===== config.mk =====
export PLATFORM = sky130hd
export DESIGN_NAME = mvb_encode_flat
export DESIGN_NICKNAME = d
export VERILOG_FILES = /design/src/rtl/mvb_pkg.sv /design/src/rtl/mvb_encode_if.sv /design/src/rtl/mvb_check_gen.sv /design/src/rtl/mvb_encode.sv /design/src/flat_wrapper.sv
export SDC_FILE = /design/constraint.sdc
export NUM_CORES = 1
export LEC_CHECK = 0
export CORE_AREA = 2 2 68 82
export DETAILED_ROUTE_END_ITERATION = 8
export DIE_AREA = 0 0 70 84
export GPL_TIMING_DRIVEN = 0
export PLACE_DENSITY_LB_ADDON = 0.05
export SLEW_MARGIN = 0
export SYNTH_ARGS = -nofsm -noshare
export SYNTH_HDL_FRONTEND = slang
export SYNTH_SLANG_ARGS = --single-unit

===== constraint.sdc =====
create_clock -name clk -period 3.2 [get_ports clk]
set_input_delay 0.48 -clock clk [delete_from_list [all_inputs] [get_ports clk]]
set_output_delay 0.48 -clock clk [all_outputs]
set_load 0.02 [all_outputs]

===== src/rtl/mvb_pkg.sv =====
// MVB transmitter shared definitions.
// States, frame constants, delimiters and check generator polynomial.
package mvb_pkg;

  typedef enum logic [2:0] {
    IDLE,
    START_DELIM,
    DATA,
    CHECK,
    END_DELIM
  } state_t;

  localparam logic FRAME_MASTER = 1'b0;
  localparam logic FRAME_SLAVE  = 1'b1;

  // Half-bit levels, first half-bit in the MSB.
  localparam logic [17:0] MASTER_DELIM =
    18'b10_11_00_01_11_00_01_01_01;
  localparam logic [17:0] SLAVE_DELIM =
    18'b10_10_10_10_00_11_10_00_11;

  localparam logic [6:0] CRC_POLY = 7'h65;
  localparam int BITS_PER_CHECK_BLOCK = 64;

  function automatic logic len_ok(
    input logic       ft,
    input logic [4:0] n
  );
    if (ft == FRAME_MASTER)
      return n == 5'd1;
    return n inside {5'd1, 5'd2, 5'd4,
                     5'd8, 5'd16};
  endfunction

endpackage


===== src/rtl/mvb_encode_if.sv =====
// Host-side request/word handshake of the MVB transmitter.
// master = host/FIFO side, slave = encoder side.
interface mvb_encode_if;
  logic        tx_start;
  logic        frame_type;
  logic [4:0]  frame_length;
  logic [15:0] word_in;
  logic        word_valid;
  logic        word_ack;
  logic        busy;
  logic        tx_done;
  logic        length_error;
  logic        underrun_error;

  modport master (
    output tx_start, frame_type,
    output frame_length, word_in,
    output word_valid,
    input  word_ack, busy, tx_done,
    input  length_error, underrun_error
  );

  modport slave (
    input  tx_start, frame_type,
    input  frame_length, word_in,
    input  word_valid,
    output word_ack, busy, tx_done,
    output length_error, underrun_error
  );
endinterface


===== src/rtl/mvb_check_gen.sv =====
// Serial MVB check sequence generator.
// 7-bit BCH remainder plus even parity, all inverted.
module mvb_check_gen
  import mvb_pkg::*;
(
  input  logic       clk,
  input  logic       rst,
  input  logic       clear,
  input  logic       shift_en,
  input  logic       bit_in,
  output logic [7:0] check
);

  logic [6:0] crc;
  logic       par;
  logic       fb;

  assign fb = bit_in ^ crc[6];

  always_ff @(posedge clk) begin
    if (rst || clear) begin
      crc <= '0;
      par <= 1'b0;
    end else if (shift_en) begin
      crc <= {crc[5:0], 1'b0}
           ^ (fb ? CRC_POLY : 7'h00);
      par <= par ^ bit_in;
    end
  end

  assign check = ~{crc, par ^ (^crc)};

endmodule


===== src/rtl/mvb_encode.sv =====
// MVB frame transmitter: start delimiter, data words,
// check bytes and end delimiter on a Manchester line.
module mvb_encode
  import mvb_pkg::*;
(
  input  logic clk,
  input  logic rst,
  mvb_encode_if.slave host,
  output logic data_out,
  output logic tx_en
);

  state_t      state, state_n;
  logic [3:0]  clk_cnt, clk_n;
  logic [5:0]  bit_cnt, bit_n;
  logic [4:0]  word_cnt, word_n;
  logic [4:0]  len, len_n;
  logic        ftype, ft_n;
  logic [15:0] shreg, sh_n;
  logic        aborted, ab_n;
  logic        lerr, lerr_n;

  logic ack, under, done;
  logic crc_clr, crc_sh;
  logic bit_end, wstart, cur_bit;
  logic [7:0]  check;
  logic [17:0] pat;
  logic [4:0]  pidx;

  assign bit_end = clk_cnt == 4'd15;
  assign wstart  = clk_cnt == 4'd0
                && bit_cnt[3:0] == 4'd0;
  assign cur_bit = wstart ? host.word_in[15]
                          : shreg[15];

  mvb_check_gen u_check (
    .clk      (clk),
    .rst      (rst),
    .clear    (crc_clr),
    .shift_en (crc_sh),
    .bit_in   (shreg[15]),
    .check    (check)
  );

  always_comb begin
    state_n = state;
    clk_n   = clk_cnt + 4'd1;
    bit_n   = bit_cnt;
    word_n  = word_cnt;
    len_n   = len;
    ft_n    = ftype;
    sh_n    = shreg;
    ab_n    = aborted;
    lerr_n  = 1'b0;
    crc_clr = 1'b0;
    crc_sh  = 1'b0;
    ack     = 1'b0;
    under   = 1'b0;
    done    = 1'b0;
    unique case (state)
      IDLE: begin
        clk_n  = '0;
        bit_n  = '0;
        word_n = '0;
        if (host.tx_start) begin
          if (len_ok(host.frame_type,
                     host.frame_length)) begin
            state_n = START_DELIM;
            len_n   = host.frame_length;
            ft_n    = host.frame_type;
            ab_n    = 1'b0;
            crc_clr = 1'b1;
          end else begin
            lerr_n = 1'b1;
          end
        end
      end
      START_DELIM: begin
        if (bit_end) begin
          bit_n = bit_cnt + 6'd1;
          if (bit_cnt == 6'd8) begin
            state_n = DATA;
            bit_n   = '0;
            crc_clr = 1'b1;
          end
        end
      end
      DATA: begin
        if (wstart) begin
          if (host.word_valid) begin
            ack  = 1'b1;
            sh_n = host.word_in;
          end else begin
            // Abort straight into the end delimiter.
            under   = 1'b1;
            ab_n    = 1'b1;
            state_n = END_DELIM;
            clk_n   = '0;
            bit_n   = '0;
          end
        end
        if (bit_end) begin
          crc_sh = 1'b1;
          sh_n   = {shreg[14:0], 1'b0};
          bit_n  = bit_cnt + 6'd1;
          if (bit_cnt[3:0] == 4'd15)
            word_n = word_cnt + 5'd1;
          if (bit_cnt == 6'd63
              || (bit_cnt[3:0] == 4'd15
                  && word_cnt == len - 5'd1)) begin
            state_n = CHECK;
            bit_n   = '0;
          end
        end
      end
      CHECK: begin
        if (bit_end) begin
          bit_n = bit_cnt + 6'd1;
          if (bit_cnt == 6'd7) begin
            bit_n = '0;
            if (word_cnt == len) begin
              state_n = END_DELIM;
            end else begin
              state_n = DATA;
              crc_clr = 1'b1;
            end
          end
        end
      end
      END_DELIM: begin
        if (bit_end) begin
          state_n = IDLE;
          done    = !aborted;
        end
      end
      default: state_n = IDLE;
    endcase
  end

  always_ff @(posedge clk) begin
    if (rst) begin
      state    <= IDLE;
      clk_cnt  <= '0;
      bit_cnt  <= '0;
      word_cnt <= '0;
      len      <= '0;
      ftype    <= 1'b0;
      shreg    <= '0;
      aborted  <= 1'b0;
      lerr     <= 1'b0;
    end else begin
      state    <= state_n;
      clk_cnt  <= clk_n;
      bit_cnt  <= bit_n;
      word_cnt <= word_n;
      len      <= len_n;
      ftype    <= ft_n;
      shreg    <= sh_n;
      aborted  <= ab_n;
      lerr     <= lerr_n;
    end
  end

  assign pat  = ftype ? SLAVE_DELIM : MASTER_DELIM;
  assign pidx = 5'd17 - {bit_cnt[3:0], clk_cnt[3]};

  always_comb begin
    data_out = 1'b0;
    unique case (state)
      START_DELIM: data_out = pat[pidx];
      DATA:
        if (!(wstart && !host.word_valid))
          data_out = cur_bit ^ clk_cnt[3];
      CHECK:
        data_out = check[3'd7 - bit_cnt[2:0]]
                 ^ clk_cnt[3];
      default: data_out = 1'b0;
    endcase
  end

  assign tx_en               = state != IDLE;
  assign host.busy           = state != IDLE;
  assign host.word_ack       = ack;
  assign host.underrun_error = under;
  assign host.tx_done        = done;
  assign host.length_error   = lerr;

endmodule

===== src/flat_wrapper.sv =====
// flat-port wrapper written by rule: the top's interface ports become plain ports
module mvb_encode_flat import mvb_pkg::*;
  (clk, rst, data_out, tx_en, host_tx_start, host_frame_type, host_frame_length, host_word_in, host_word_valid, host_word_ack, host_busy, host_tx_done, host_length_error, host_underrun_error);
  mvb_encode_if host_i ();
  input  logic clk;
  input  logic rst;
  output logic data_out;
  output logic tx_en;
  input wire logic [$bits(host_i.tx_start)-1:0] host_tx_start;
  input wire logic [$bits(host_i.frame_type)-1:0] host_frame_type;
  input wire logic [$bits(host_i.frame_length)-1:0] host_frame_length;
  input wire logic [$bits(host_i.word_in)-1:0] host_word_in;
  input wire logic [$bits(host_i.word_valid)-1:0] host_word_valid;
  output wire logic [$bits(host_i.word_ack)-1:0] host_word_ack;
  output wire logic [$bits(host_i.busy)-1:0] host_busy;
  output wire logic [$bits(host_i.tx_done)-1:0] host_tx_done;
  output wire logic [$bits(host_i.length_error)-1:0] host_length_error;
  output wire logic [$bits(host_i.underrun_error)-1:0] host_underrun_error;
  assign host_i.tx_start = host_tx_start;
  assign host_i.frame_type = host_frame_type;
  assign host_i.frame_length = host_frame_length;
  assign host_i.word_in = host_word_in;
  assign host_i.word_valid = host_word_valid;
  assign host_word_ack = host_i.word_ack;
  assign host_busy = host_i.busy;
  assign host_tx_done = host_i.tx_done;
  assign host_length_error = host_i.length_error;
  assign host_underrun_error = host_i.underrun_error;
  mvb_encode u_core (.clk(clk), .rst(rst), .host(host_i), .data_out(data_out), .tx_en(tx_en));
endmodule

# Word level (Yosys, flattened, before mapping)
# Index checks and enable logic that the tools add are counted.
# word_totals
out_inout_bits	7
romBits	0
memories	0
mem_bits_rw	0
regBits	50
inputBits	26
latch_bits	0
word_cells	152
# op_classes
n_div	0
eq_ne	29
n_bitwise	9
n_reduce_logical	24
n_addsub	6
n_lt_le_gt_ge	2
shift	0
n_mul	0
muxes	71
# op_table
operator	count
2-to-1 mux 16 bit	3
2-to-1 mux 6 bit	8
2-to-1 mux 3 bit	12
2-to-1 mux 1 bit	33
case mux 6 bit (4 select lines)	1
!= test 2 x 1 -> 1 bit (second input constant)	9
2-to-1 mux 15 bit	1
case mux 3 bit (5 select lines)	1
== test 5 bit	2
2-to-1 mux 5 bit	2
case mux 5 bit (2 select lines)	1
AND reduction 5 bit	2
AND reduction 3 bit	3
== test 4 bit (second input constant)	2
zero test 4 bit	2
2-to-1 mux 4 bit	2
NOT 8 bit	1
case mux 4 bit (2 select lines)	1
2-to-1 mux 7 bit	1
AND reduction 7 bit	1
parity 7 bit	1
bitwise XOR 7 bit	1
adder 6 x 1 -> 6 bit (second input constant)	1
== test 3 x 2 -> 1 bit (second input constant)	2
35 further kinds	48

# Longest topological paths before layout
# Gate-level depths: netlist of the first run.
# depth
word_depth	10
depth_mapped	10
mapped_depth_nobuf	8

# Hierarchy
# Synthesis of the first run repeated with hierarchy kept, for this count alone.
# unflattened
cells_unflattened	356
hier_area_um2	2877.8
# modules_own_cells
mod	cells_per_inst	instances	area_each_um2	seq_area_each_um2
mvb_encode	307	1	2462.4	840.8
mvb_check_gen	49	1	415.4	160.2

# Worst setup path after synthesis of the first run
# Ideal clock, no wire load.
# synth_timing
kind	register to output
from	register u_core.bit_cnt[1]
to	output port data_out
path_buffers	1
stages_incl_launch_ff	10
t_required_ns	2.720
path_slack_ns	0.724
arrival_ns	1.996
path_cell_list	dfxtp_1 > clkbuf_1 > inv_1 > ha_1 > xnor2_1 > mux2i_1 > a211oi_1 > nor4bb_1 > a211oi_1 > o21ai_0
# synth_between
elab_chain_len	6
word_cells_on_any_way	14
classes_between	add/sub (2); mux (7); bitwise (2); reduce/logical (3)
# synth_lines
item	line_no	rtl
from (decl)	mvb_encode.sv:15	logic [5:0] bit_cnt, bit_n;
from (signal assigned)	mvb_encode.sv:154	bit_cnt <= bit_n;
parallel branches: the longest is 5 deep, another holds subtractor 5 bit	-	
case mux 1 bit (3 select lines) *	mvb_encode.sv:169	unique case (state)
to (decl)	flat_wrapper.sv:7	output logic data_out;
# Mark *: on every way between the ends. The select of a mux whose other input is x is not followed.

# Worst setup path after layout of the first run
# layout_timing
from	register u_core.bit_cnt[0]
to	output port data_out
# Same word-level chain as after synthesis.

==> impl_metrics.ini, run 1 <==
[clock_tree]
root_buffer = clkbuf_8
h-tree-depth = 2
cts_hold_buf = 0
clkTransAtPathRegs_ns = 0.09
clock_latency_ns = 0.30
cts_buffer_depth = 2
tritoncts = yes
post_cts_buffers = 0
numCtsBuffers = 5
cts_sinks = 50

[global_route]
antenna_found_initial = 0
grt_max_degree = 15
grt_pass1_vias = 2509
overflow = 0
grtUsageTotal = 0.243
grt_pass1_wl_um = 11800

[floorplan]
dieArea_um2 = 5880
fp-row-count = 29
die_w_um = 70
core-area_um2 = 5150
fp.dieH_um = 84
num_io_pins = 33
start_util = 0.584

[yosys]
syn_inst = 368
yosys.area.top_type = dfxtp_1
synth_top_area_frac = 0.333
ys_ff_latch = 50
yosys-top-cells-area = dfxtp_1, nand2_1, xnor2_1
netlist-cell-type-count = 58
syn_area_um2 = 3010
synth-edff-count = 0
async_flop_share = 0
synth_area_per_cell_um2 = 8.17
ys_seq_area_frac = 0.333
synth_nets = 400
yosys_most_used_dff = dfxtp_1
yosys_warnings = 0

[power]
p_int_w = 0.000862
clkPwrFrac = 0.334
power_w = 0.00113
combPwrFrac = 0.108
p_seq_frac = 0.558
p_leak_nw = 1.27
swShare = 0.236
peakVddDrop_v = 0.000306
p_per_area_nw_per_um2 = 323
power_switching_w = 0.000266

[route]
vias_per_cell = 5.82
routed.top_layer = met4
dr.first_iter.drc_count = 143
wl_met2_um = 3300
final_antenna_net_count = 0
post-route-drc-count = 0
wl_per_cell_um = 14.8
wl_um = 6920
met1Wirelength_um = 3180
drt_first_pass_iters = 4
via_count = 2724
route.met3.wl_um = 334

[critical_path]
crit_path_max_incr_delay_ns = 0.38
crit_top_cell = o21ai_0
cp_data_arrival_time_ns = 2.54
endpoint_kind = output port
cp_slowest_cell = dfxtp_2
cp.required_ns = 2.72
crit_fanout = 10
critPathKind = reg2out
critPathLaunchType = flop
crit_chain = clkbuf_8 -> inv_1 -> ha_1 -> xnor2_2 -> a311oi_1 -> o21ai_0 -> nor4bb_1 -> a211oi_1 -> o21ai_0 -> dlygate4sd2_1

[timing]
fin_skew_ns = 0.0100
holdWs_ns = 0.471
hold_viol_final = 0
fin_tns_setup_ns = 0
slew_headroom = 0.166
max_freq_ghz = 0.332
rsz0062_at_grt = no
finalSetupViolations = 0
tightestPinTransition_ns = 1.24
slew_violations = 0
final.min_clock_period_ns = 3.02
period_share = 0.942

[place]
portBuffers = 31
postPlaceCellArea_um2 = 3400
gp_congestion = 0.845
dp_hpwl_um = 5100

[final_layout]
final_cell_mix = nand2_1, dfxtp_1, nor2_1, clkdlybuf4s50_1, xnor2_1
layout_commonest_cell = nand2_1
drive_gt1_frac = 0.103
stdcell_area_um2 = 3490
antennaDiodeCount = 0
area_growth_pct = 16.1
nets = 437

[run]
cap_violations = 0

[outcome]
status = finished clean

[worst_hold_path]
hold_path.class = reg2reg
## sequential cells by signal (all words and copies together), names as in the netlist
register and flops:
u_core.aborted 1, u_core.bit_cnt 6, u_core.clk_cnt 4, u_core.ftype 1, u_core.host.length_error 1, u_core.len 5
u_core.shreg 16, u_core.state 3, u_core.u_check.crc 7, u_core.u_check.par 1, u_core.word_cnt 5
## cells by family after synthesis
logic type | after synthesis | share of synthesized area
xor+xnor | 34 | 0.0990
buf+inv | 36 | 0.0707
flops | 50 | 0.333
fa+ha+maj | 6 | 0.0250
mux | 8 | 0.0308
simple gates | 167 | 0.270
compound gates | 67 | 0.172
## stage by stage
stage	instances	util	worst slack (ns)
after detailed placement	461	0.659	0.0109
after global placement	461	0.659	0.0411
after CTS	468	0.677	0.162
final	468	0.678	0.184
after global routing	468	0.678	0.0202
after floorplan	368	-	0.724
## power groups by stage
stage	clock network (W)	logic, W	registers [W]
after floorplan	0	0.0000660	0.000644
after global placement	0	0.000119	0.000644
after detailed placement	0	0.000120	0.000644
after CTS	0.000391	0.000121	0.000629
after global routing	0.000412	0.000133	0.000630
final	0.000377	0.000122	0.000629
## worst paths after layout
| kind | from | to | slack, ns | cells after the start |
|---|---|---|---|---|
| min | u_core.clk_cnt[0] | u_core.clk_cnt[0] | 0.47 | 1 |
| max reg2reg | u_core.bit_cnt[0] | u_core.u_check.crc[1] | 0.49 | 9 |
| max | u_core.bit_cnt[0] | data_out | 0.18 | 10 |
| min reg2reg | u_core.clk_cnt[0] | u_core.clk_cnt[0] | 0.47 | 1 |
## cell usage after synthesis (2+ instances only)
master / n
o21ai_0: 11
a21o_1: 3
or3_1: 2
nand2_1: 58
nor4bb_1: 2
xor2_1: 11
o41ai_1: 3
nand2b_1: 3
nor4b_1: 2
buf_4: 6
nor4_1: 2
inv_1: 12
nand4_1: 3
a311oi_1: 16
mux2i_1: 7
nor3_1: 16
a211oi_2: 2
and3_1: 2
nor2_1: 46
nor2b_1: 8
o22ai_1: 2
clkbuf_8: 4
nand3_1: 10
buf_2: 5
clkbuf_1: 7
a21oi_1: 13
o211ai_1: 3
a211oi_1: 3
xnor2_1: 23
dfxtp_1: 50
ha_1: 6
## critical path, delay by kind of cell, from the launching register on
kind                     cells  cell delay, ns
AO/OA/AOI/OAI                4            0.74
buffers and inverters        3            0.56
AND/OR/NAND/NOR              1            0.15
adder cells (fa/ha/maj)      1            0.23
XOR/XNOR                     1            0.18
flip-flops                   1            0.38
## layer usage
layer | GRT usage | vias to the layer above
li1 | - | 1358
met1 | 0.319 | 1292
met5 | 0 | -
met4 | 0.0647 | 0
met2 | 0.410 | 64
met3 | 0.0411 | 10
## cell type report
cell class | count | area (um2)
multi-input cells | 282 | 1800
fillers | 451 | 1660
flip-flops and latches | 50 | 1000
repair buffers | 31 | 309
plain buffers | 23 | 164
clock buffers | 7 | 86.3
well taps | 62 | 77.6
inverters | 12 | 45.0
clock inverters | 1 | 5.00
## repair_timing
| item | 4_1_cts | 5_1_grt |
|---|---|---|
| pin swaps | 0 | 0 |
| endpoints found under the setup margin | 1 | 1 |
| resized for setup | 2 | 2 |
| hold endpoints to repair | 0 | 0 |
Power figures use the tool's default switching activity.
==> inputs of run 2 (changes only) <==
Settings changed: CORE_AREA 2 2 68 82 to 2 2 70 85, DIE_AREA 0 0 70 84 to 0 0 72 87.
Clock period 3.2 ns to 3.3 ns, I/O delays scaled along.
==> impl_metrics.ini, run 2 (same netlist as run 1, synthesis figures left out) <==
[critical_path]
endpoint_kind = output port
critPathLaunchType = flop
critPathKind = reg2out
crit_fanout = 10
cp_data_arrival_time_ns = 2.55
cp.required_ns = 2.80

[clock_tree]
cts_sinks = 50
tritoncts = yes
cts_hold_buf = 0
clock_latency_ns = 0.31
root_buffer = clkbuf_8
numCtsBuffers = 5
cts_buffer_depth = 2
post_cts_buffers = 0
clkTransAtPathRegs_ns = 0.08
h-tree-depth = 2

[timing]
fin_skew_ns = 0.00799
final.min_clock_period_ns = 3.04
slew_headroom = 0.243
slew_violations = 0
finalSetupViolations = 0
period_share = 0.921
rsz0062_at_grt = no
tightestPinTransition_ns = 1.13
max_freq_ghz = 0.329
fin_tns_setup_ns = 0
hold_viol_final = 0

[floorplan]
core-area_um2 = 5520
die_w_um = 72
fp.dieH_um = 87
num_io_pins = 33
dieArea_um2 = 6260
fp-row-count = 30
start_util = 0.545

[route]
final_antenna_net_count = 0
via_count = 2666
dr.first_iter.drc_count = 99
wl_um = 6980
drt_first_pass_iters = 4
wl_per_cell_um = 14.9
vias_per_cell = 5.68
post-route-drc-count = 0

[final_layout]
antennaDiodeCount = 0
top_regs = u_core.shreg x16, u_core.u_check.crc x7, u_core.bit_cnt x6
area_growth_pct = 15.6
fillers = 527
drive_gt1_frac = 0.101
final_cell_mix = nand2_1, dfxtp_1, nor2_1, clkdlybuf4s50_1, xnor2_1
layout_commonest_cell = nand2_1
regMostFlops = u_core.shreg
nets = 437
largest_reg_flops = 16

[global_route]
grt_max_degree = 15
overflow = 0
antenna_found_initial = 0
grt_pass1_wl_um = 11800
grtUsageTotal = 0.239
grt_pass1_vias = 2542

[power]
peakVddDrop_v = 0.000181
p_per_area_nw_per_um2 = 307
p_leak_nw = 1.26
power_w = 0.00107

[place]
gp_congestion = 0.850
dp_hpwl_um = 5140
portBuffers = 31

[outcome]
status = finished clean

[worst_hold_path]
hold_path.class = reg2reg

[run]
cap_violations = 0
-- run 2: cell types whose count changed in the layout (fill, tap and decap cells not counted), sizes merged --
cell | previous run | this run
clkbuf | 18 | 17
clkinv | 1 | 2
dlygate4sd2 | 1 | 0
-- run 2: per-stage QoR --
| stage | util | instance area, um2 | setup WS, ns | instances | hold WS [ns] |
|---|---|---|---|---|---|
| 2_1_floorplan | - | 3010 | 0.809 | 368 | 0.430 |
| 3_3_place_gp | 0.616 | 3400 | 0.110 | 463 | 0.449 |
| 3_5_place_dp | 0.616 | 3400 | 0.0617 | 463 | 0.462 |
| 4_1_cts | 0.631 | 3480 | 0.193 | 469 | 0.482 |
| 5_1_grt | 0.630 | 3480 | 0.0623 | 469 | 0.507 |
| 6_report | 0.630 | 3480 | 0.260 | 469 | 0.472 |
-- run 2: report_power, final --
| part | total [W] | internal (W) | switching [W] |
|---|---|---|---|
| Sequential | 0.000610 | 0.000607 | 0.00000329 |
| Combinational | 0.000118 | 0.0000591 | 0.0000589 |
| Clock | 0.000340 | 0.000143 | 0.000197 |
-- run 2: worst max-delay path: stages (launching register included) --
cell	delay (ns)
dfxtp_1	0.37
clkbuf_8	0.19
inv_1	0.06
ha_1	0.19
nor2b_1	0.26
nand2_1	0.19
or2_1	0.30
inv_1	0.09
clkdlybuf4s50_1	0.60
-- run 2: cell type report --
type / instances / area, um2 / share of cell area
multi-input combinational: 282 / 1800 / 0.518
sequential: 50 / 1000 / 0.288
timing repair buffer: 31 / 305 / 0.0878
buffer: 23 / 164 / 0.0472
tap: 64 / 80.1 / 0.0230
clock buffer: 5 / 68.8 / 0.0198
inverter: 12 / 45.0 / 0.0130
clock inverter: 2 / 10.0 / 0.00288
-- run 2: final timing paths --
| path | slack, ns | endpoint | startpoint | cells past startpoint |
|---|---|---|---|---|
| worst min register to register | 0.47 | u_core.clk_cnt[0] | u_core.clk_cnt[0] | 1 |
| worst max register to register | 0.63 | u_core.u_check.crc[6] | u_core.bit_cnt[0] | 9 |
| worst min-delay path | 0.47 | u_core.clk_cnt[0] | u_core.clk_cnt[0] | 1 |
| worst max-delay path | 0.26 | host_word_ack | u_core.bit_cnt[0] | 8 |
-- run 2: repair_timing --
action / CTS / global route
endpoints found under the setup margin: 1 / 1
resized for setup: 2 / 3
pin swaps: 0 / 1
-- run 2: layer usage --
metal / wire [um] / vias up / global-route usage
met5: 0 / - / 0
met4: 106 / 0 / 0.0858
met3: 276 / 11 / 0.0370
met2: 3400 / 54 / 0.399
met1: 3200 / 1247 / 0.312
li1: - / 1354 / -
==> variant: new RTL, flow settings as in run 2 <==
Re-encode `state_t` (5 states) as one-hot, 5 bits wide.
--- a/src/rtl/mvb_pkg.sv
+++ b/src/rtl/mvb_pkg.sv
@@ -4,8 +4,8 @@
 
-  typedef enum logic [2:0] {
-    IDLE,
-    START_DELIM,
-    DATA,
-    CHECK,
-    END_DELIM
+  typedef enum logic [4:0] {
+    IDLE        = 5'b00001,
+    START_DELIM = 5'b00010,
+    DATA        = 5'b00100,
+    CHECK       = 5'b01000,
+    END_DELIM   = 5'b10000
   } state_t;
Behaviour: no difference found for any inputs over 10 cycles, from zero or initial values and one cycle with rst high; not proved beyond that.
==> variant against run 2 <==
Area after synthesis fell by 0.71%. Routed wire length rose by 3.7%. Cell area rose by 1.1%. Setup slack worse by 0.13 ns. Register-to-register slack better by 0.31 ns. Sequential cell count up 2. Critical path type unchanged. Highest routed layer unchanged.
Power is not compared: it rests on default switching activity, and its combinational part moved more than twofold at a synthesized area within 25%.
==> variant: results (changes against run 2) <==
* Run status: finished, final reports clean
* Data arrival time of the critical path at 2.68 ns (+0.13 ns)
* XOR/XNOR Fraction of Synth Area at 10.1% (+0.24 points)
* Detail Placement HPWL at 5480 um (+6.6%)
* Top post-synthesis cells by count: 57 x sky130_fd_sc_hd__nor2_1, 52 x sky130_fd_sc_hd__dfxtp_1, 48 x sky130_fd_sc_hd__nand2_1
* Adder and majority gate portion of the synthesized area at 2.51% (+0.018 points)
* Min Hold Slack at 0.479 ns (+0.00666 ns)
* Fraction of the mapped netlist area in compound gates at 18.2% (+1.0 points)
* Worst R2R End: u_core.bit_cnt[1]
* Top cells by area, synth: sky130_fd_sc_hd__dfxtp_1 35%, sky130_fd_sc_hd__nor2_1 7.2%, sky130_fd_sc_hd__nand2_1 6.0%
* Global placer's final weighted congestion at 0.952 (+12%)
* Total Routing Usage GR at 24.0% (+0.11 points)
* Part of the Yosys area used for sequential elements at 34.9% (+1.6 points)
* Quantity of I/O buffers inserted on ports at 32 (+3.2%)
* Worst Hold End: u_core.shreg[0]
* Layout cells sized above 1 at 6.54% (-3.6 points)
* Slew at the pin closest to its max-slew limit at 0.909 ns (-0.217 ns)
* Crit path max fanout at 6 (-4)
* CTS clock-pin slew for the worst setup and hold paths at 0.10 ns (+0.02 ns)
* Number of DRC markers in iteration 0 at 106 (+7.1%)
* Number of fillers in the final layout at 521 (-1.1%)
* Number of nets in the layout at 444 (+1.6%)
* Reg-to-reg critical path startpoint: u_core.len[0]
* Via density per instance at 5.72 (+0.68%)
* Maximum cell stage delay along the critical path at 0.70 ns (+0.10 ns)
* Launch point of the worst hold path: u_core.shreg[0]
* Register-to-Register Setup Slack at 0.94 ns (+0.31 ns)
* Via Count at 2730 (+2.4%)
* Post-synthesis mux area share at 2.76% (-0.31 points)
* Worst clock skew on the final layout at 0.0134 ns (+0.00539 ns)
* Area Overhead vs Synth at 17.6%
* Worst Hold Path Cells at 2 (+1)
* Number of different library cells in the post-synthesis netlist at 57 (-1.7%)
* Net count of the mapped netlist at 405 (+1.3%)
* Area post-placement at 3390 sq um (-0.33%)
* Routed wire per std cell at 15.2 um (+1.9%)
* Wire length of the first global-routing pass at 12000 um (+1.1%)
-- variant: cell types whose count changed in the layout (fill, tap and decap cells not counted), sizes merged, moves of 3 or more --
cell          run 2  this run
nor2b             8         2
nand3            10        13
and3              3         6
xor2             11        16
nand2            58        48
xnor2            23        16
a21oi            15        18
nor2             46        57
buf              12         7
-- variant: worst min-delay path, delay by kind of cell, from the launching register on --
kind / cells / cell delay, ns
AOI/OAI and AO/OA: 1 / 0.06
DFF: 1 / 0.32
and+or+nand+nor: 1 / 0.06
-- variant: final cells by class --
class                      count  share of cell area (%)
buffer                        18                    2.42
sequential                    52                    29.7
clock buffer                   6                    2.07
timing repair buffer          32                    9.19
clock inverter                 2                   0.997
multi-input combinational    289                    51.9
inverter                      14                    1.50
tap                           64                    2.28
-- variant: per-layer routing --
layer | up-vias | GRT usage (%) | share of wire (%)
met1 | 1259 | 31.0 | 46
met5 | - | 0 | 0
met3 | 12 | 3.82 | 4.0
met4 | 0 | 9.26 | 1.8
li1 | 1407 | - | -
met2 | 52 | 40.1 | 48
-- variant: kinds of logic after synthesis --
kind of cell,count (synthesis)
multiplexers,7
XOR/XNOR,33
AND/OR/NAND/NOR,170
flip-flops,52
AO/OA/AOI/OAI,73
buffers and inverters,32
adder cells (fa/ha/maj),6
-- variant: what timing repair did --
| item | 4_1_cts | 5_1_grt |
|---|---|---|
| hold buffers | 0 | 0 |
| setup endpoints to repair | 1 | 1 |
| pin swaps | 0 | 1 |
| gates resized for setup | 2 | 1 |
| cloned | 0 | 0 |
-- variant: stage by stage --
stage / total power, uW / setup WS [ns]
3_3_place_gp: 1090 / 0.157
6_report: 1510 / 0.129
5_1_grt: 1590 / 0.0142
2_1_floorplan: 948 / 0.975
4_1_cts: 1520 / 0.0680
3_5_place_dp: 1090 / 0.161
-- variant: how the worst max path moves through the flow --
stage,startpoint,end,slack [ns],cells after the start
finish,u_core.bit_cnt[1],host_underrun_error,0.13,6
global route,u_core.bit_cnt[1],host_underrun_error,0.01,6
CTS,u_core.bit_cnt[1],data_out,0.07,8
detailed placement,u_core.bit_cnt[1],data_out,0.16,8
global placement,u_core.bit_cnt[1],data_out,0.16,8
floorplan,u_core.bit_cnt[1],data_out,0.98,7
-- variant: power groups by stage --
stage / logic (uW) / clock network (uW) / registers [uW]
after detailed placement: 399 / 0 / 692
after CTS: 401 / 446 / 677
after global placement: 394 / 0 / 691
after floorplan: 259 / 0 / 688
final: 403 / 432 / 678
after global routing: 439 / 470 / 681
